===== config.mk =====
export PLATFORM = sky130hd
export DESIGN_NAME = pri_enc_queue
export DESIGN_NICKNAME = d
export VERILOG_FILES = /design/src/rtl/pri_enc_queue.sv
export SDC_FILE = /design/constraint.sdc
export NUM_CORES = 1
export LEC_CHECK = 0
export CAP_MARGIN = 20
export CORE_AREA = 5 5 42 44
export DETAILED_ROUTE_END_ITERATION = 10
export DIE_AREA = 0 0 47 49
export MAX_ROUTING_LAYER = met4
export PLACE_DENSITY = 0.79
export SLEW_MARGIN = 20
export SYNTH_ARGS = -nofsm -noshare
export SYNTH_HDL_FRONTEND = slang
export SYNTH_SLANG_ARGS = --single-unit

===== constraint.sdc =====
create_clock -name clk -period 3.7 [get_ports clk]
set_input_delay 0.74 -clock clk [delete_from_list [all_inputs] [get_ports clk]]
set_output_delay 0.74 -clock clk [all_outputs]
set_load 0.03 [all_outputs]

===== src/rtl/pri_enc_queue.sv =====
// rtl/pri_enc_queue.sv - registered priority encoder queue with fixed/round-robin grant
module pri_enc_queue #(
    parameter  int N = 4,
    localparam int W = $clog2(N)
) (
    input  logic         clk,
    input  logic         rst_n,
    input  logic [N-1:0] req,
    input  logic         rr_en,
    input  logic         out_ready,
    output logic [W-1:0] out_idx,
    output logic         out_valid,
    output logic         pend_any,
    output logic         drop
);

    logic [N-1:0] pending_q, pending_d, clr;
    logic [W-1:0] out_idx_q, out_idx_d;
    logic [W-1:0] last_grant_q, last_grant_d;
    logic [W-1:0] sel_fixed, sel_rr, sel, cand;
    logic         out_valid_q, out_valid_d;
    logic         drop_q, drop_d;
    logic         load, grant;

    always_comb begin
        sel_fixed = '0;
        for (int i = 0; i < N; i++) begin
            if (pending_q[i]) sel_fixed = W'(i);
        end
    end

    // Scan from farthest to nearest so the first set bit after last_grant wins.
    always_comb begin
        sel_rr = '0;
        cand   = '0;
        for (int k = N; k >= 1; k--) begin
            cand = last_grant_q + W'(k);
            if (pending_q[cand]) sel_rr = cand;
        end
    end

    always_comb begin
        sel          = rr_en ? sel_rr : sel_fixed;
        load         = ~out_valid_q | out_ready;
        grant        = load & (|pending_q);
        clr          = grant ? (N'(1) << sel) : '0;
        pending_d    = (pending_q & ~clr) | req;
        drop_d       = |(req & pending_q & ~clr);
        out_idx_d    = grant ? sel : out_idx_q;
        last_grant_d = grant ? sel : last_grant_q;
        out_valid_d  = load ? grant : out_valid_q;
    end

    always_ff @(posedge clk or negedge rst_n) begin
        if (!rst_n) begin
            pending_q    <= '0;
            out_idx_q    <= '0;
            out_valid_q  <= 1'b0;
            drop_q       <= 1'b0;
            last_grant_q <= W'(N - 1);
        end else begin
            pending_q    <= pending_d;
            out_idx_q    <= out_idx_d;
            out_valid_q  <= out_valid_d;
            drop_q       <= drop_d;
            last_grant_q <= last_grant_d;
        end
    end

    assign out_idx   = out_idx_q;
    assign out_valid = out_valid_q;
    assign pend_any  = |pending_q;
    assign drop      = drop_q;

endmodule


==> summary.md <==
| Metric | Value |
|---|---|
| Status | completed |
| DPL Wire Length | ~1100 um |
| Global-route wire length before repair | roughly 2400 um |
| Min cycle time layout | roughly 2.6 ns |
| Cell leakage power | between 0.3 and 0.4 nW |
| Placer congestion estimate | just over 0.9 |
| Drt total wl | around 1400 um |
| Worst-margin pin slew | 0.495 ns |
| CTS Buffer Depth | 2 |
| Asr flop ratio synth | 1.00 |
| Max-slew headroom | 0.670 |
| WL/cell | 14.4 um |
| Die width | around 47 um |
| Multi-input logic area | between 300 and 400 sq um |
| CTS tree | yes |
| Clock sinks | 10 |
| Ant diodes | 0 |
| CP Max Fanout | 8 |
| Site Rows | 14 |
| Setup-failing EPs final | 0 |
| IO Port Bufs | 12 |
| Peak supply drop | between 0.2 and 0.3 mV |
| Sequential cell area | between 200 and 300 sq um |
| Post-synth top flop | dfrtp_1 |
| Sequential-to-total area share from yosys stat | 0.379 |
| Post-cts gate resize count | 0 |
| Syn_nets | between 70 and 80 |
| Clock slew at reported path FFs | around 0.07 ns |
| Cells after synthesis | 66 |
| Vias/cell | 5.76 |
| DRT antenna net count | 0 |
| Initial antenna violation count | 0 |
| # nets final | just under 90 |
| Mapped cell area | around 670 sq um |
| Post-synth EDFFs | 0 |
| Buffer count from post-CTS setup fixing | 0 |
| Detailed-route DRC error count | 0 |
| Worst Setup Path Type | reg2out |
| Root Driver | clkbuf_4 |
| Min-Delay Path Class | reg2reg |
| Clk_skew | between 0.0009 and 0.001 ns |
| CTS Buf Count | 3 |
| Ports | 13 |
| Final TNS setup | 0 ns |
| Library cells used by synthesis | 37 |
| Htree depth | 1 |
| Starting DRT DRC Count | 10 |
| Startpoint Class | register |
| Final Hold Fails | 0 |
| Worst path required time | roughly 3 ns |
| RSZ-0062 raised after global routing | false |
| Tightest hold margin | slightly below 0.5 ns |
| Max frequency | ~380 MHz |
| Fin. max-slew vios | 0 |
| Starting density of the core | 0.476 |
| Router iterations before antenna repair | 4 |
| Gr usage total | 0.146 |
| Layout cells sized above 1 | 0.225 |
| Worst Setup End Kind | output port |
| Pwr per Cell Area | ~500 nW/um^2 |
| Post-Syn Area per Cell | just over 10 sq um |
| Design Power | about 0.00042 W |
| GRT overflow | 0 |
| Layout area overhead | 24.0% |
| Layout fillers | around 130 |
| Yosys reg bits | 10 |
| Die height | 49 um |
| Post-Place Worst Slack | 1.07 ns |
| Die area | between 2000 and 2500 sq um |
| Vias in the first global route | 565 |
| Max-cap violations | 0 |
| Core area | 1400 sq um |
| Synth warn | 0 |
| Arrival time worst endpoint | 1.88 ns |
| CTS Hold Bufs | 0 |
| Clock Latency Late Sink | 0.27 ns |
| Via Count | 553 |
| Worst Slack Setup Final | between 1 and 1.5 ns |
| Largest net degree at the start of global routing | 11 |
| Period utilisation layout | 0.709 |
| Area after DPL | 791 sq um |
| Design area | approximately 830 sq um |
final cells by class:
class / instances / area share
Tap cell: 16 / 0.0242
Sequential cell: 10 / 0.306
Timing Repair Buffer: 12 / 0.145
Clock buffer: 4 / 0.0439
Multi-Input combinational cell: 50 / 0.463
Inverter: 4 / 0.0182
path summary, 6_finish.rpt:
kind / start / end / slack [ns] / cells after the start
max in group asynchronous: rst_n / last_grant_q[0]$_DFFE_PN1P_ / 2.58 / 1
setup / recovery: pending_q[1]$_DFF_PN0_ / pend_any / 1.08 / 3
hold reg to reg: out_idx[1]$_DFFE_PN0P_ / out_idx[1]$_DFFE_PN0P_ / 0.49 / 1
hold / removal: out_idx[1]$_DFFE_PN0P_ / out_idx[1]$_DFFE_PN0P_ / 0.49 / 1
setup reg to reg: last_grant_q[0]$_DFFE_PN1P_ / drop$_DFF_PN0_ / 1.82 / 5
min in group asynchronous: rst_n / out_valid$_DFFE_PN0P_ / 0.78 / 1
cells by family after synthesis:
logic type             count (synthesis)  share of synthesized area
flip-flops                            10                      0.379
AND/OR/NAND/NOR                       25                      0.270
AO/OA/AOI/OAI                         25                      0.304
buffers and inverters                  6                     0.0469
layout by cell type, fill, tap and decap left out, types with 2 or more instances in the layout:
| cell | netlist | layout |
|---|---|---|
| clkdlybuf4s50_1 | 0 | 12 |
| dfrtp_1 | 8 | 8 |
| a21oi_1 | 5 | 5 |
| nor2_1 | 4 | 4 |
| inv_1 | 3 | 3 |
| nor3_1 | 3 | 3 |
| o211ai_1 | 3 | 3 |
| o21bai_1 | 3 | 3 |
| nand2_1 | 3 | 3 |
| clkbuf_4 | 0 | 3 |
| and2b_2 | 2 | 2 |
| o21ai_0 | 2 | 2 |
| a21o_1 | 2 | 2 |
| a21o_2 | 2 | 2 |
| dfstp_2 | 2 | 2 |
per-layer routing:
layer  track usage  vias to the layer above  routed length (um)
li1              -                      277                   -
met1         0.190                      258                 632
met2         0.215                       13                 663
met3        0.0221                        5                  49
met4        0.0691                        0                  36
met5             -                        -                   0
registers in the layout, indices dropped and copies added, names as in the netlist:
signal and flops:
pending_q 4, last_grant_q 2, out_idx 2, drop 1
out_valid 1
Yosys cell counts (2+ instances only):
cell | number | share of area
a21o_2 | 2 | 0.026
a21oi_1 | 5 | 0.038
dfrtp_1 | 8 | 0.30
inv_1 | 3 | 0.017
o211ai_1 | 3 | 0.034
o21ai_0 | 2 | 0.015
and2b_2 | 2 | 0.026
nor2_1 | 4 | 0.023
nand2_1 | 3 | 0.017
nor3_1 | 3 | 0.023
dfstp_2 | 2 | 0.079
o21bai_1 | 3 | 0.034
a21o_1 | 2 | 0.023
where the power goes:
part / total (W) / leakage [nW] / switching (W) / internal [W]
Sequential: 0.000166 / 0.0996 / 0.0000311 / 0.000135
Combinational: 0.000151 / 0.210 / 0.0000775 / 0.0000734
Clock: 0.000100 / 0.0210 / 0.0000404 / 0.0000598
critical path: stages, from the launching register on:
cell	delay, ns
dfrtp_1	0.48
nor4_2	0.46
inv_1	0.07
clkdlybuf4s50_1	0.60
through the flow:
step	util	std cells
after floorplan	-	66
after global placement	0.564	92
after detailed placement	0.564	92
after CTS	0.590	96
after global routing	0.590	96
final	0.590	96
No activity file was read; power rests on OpenSTA's default activity.
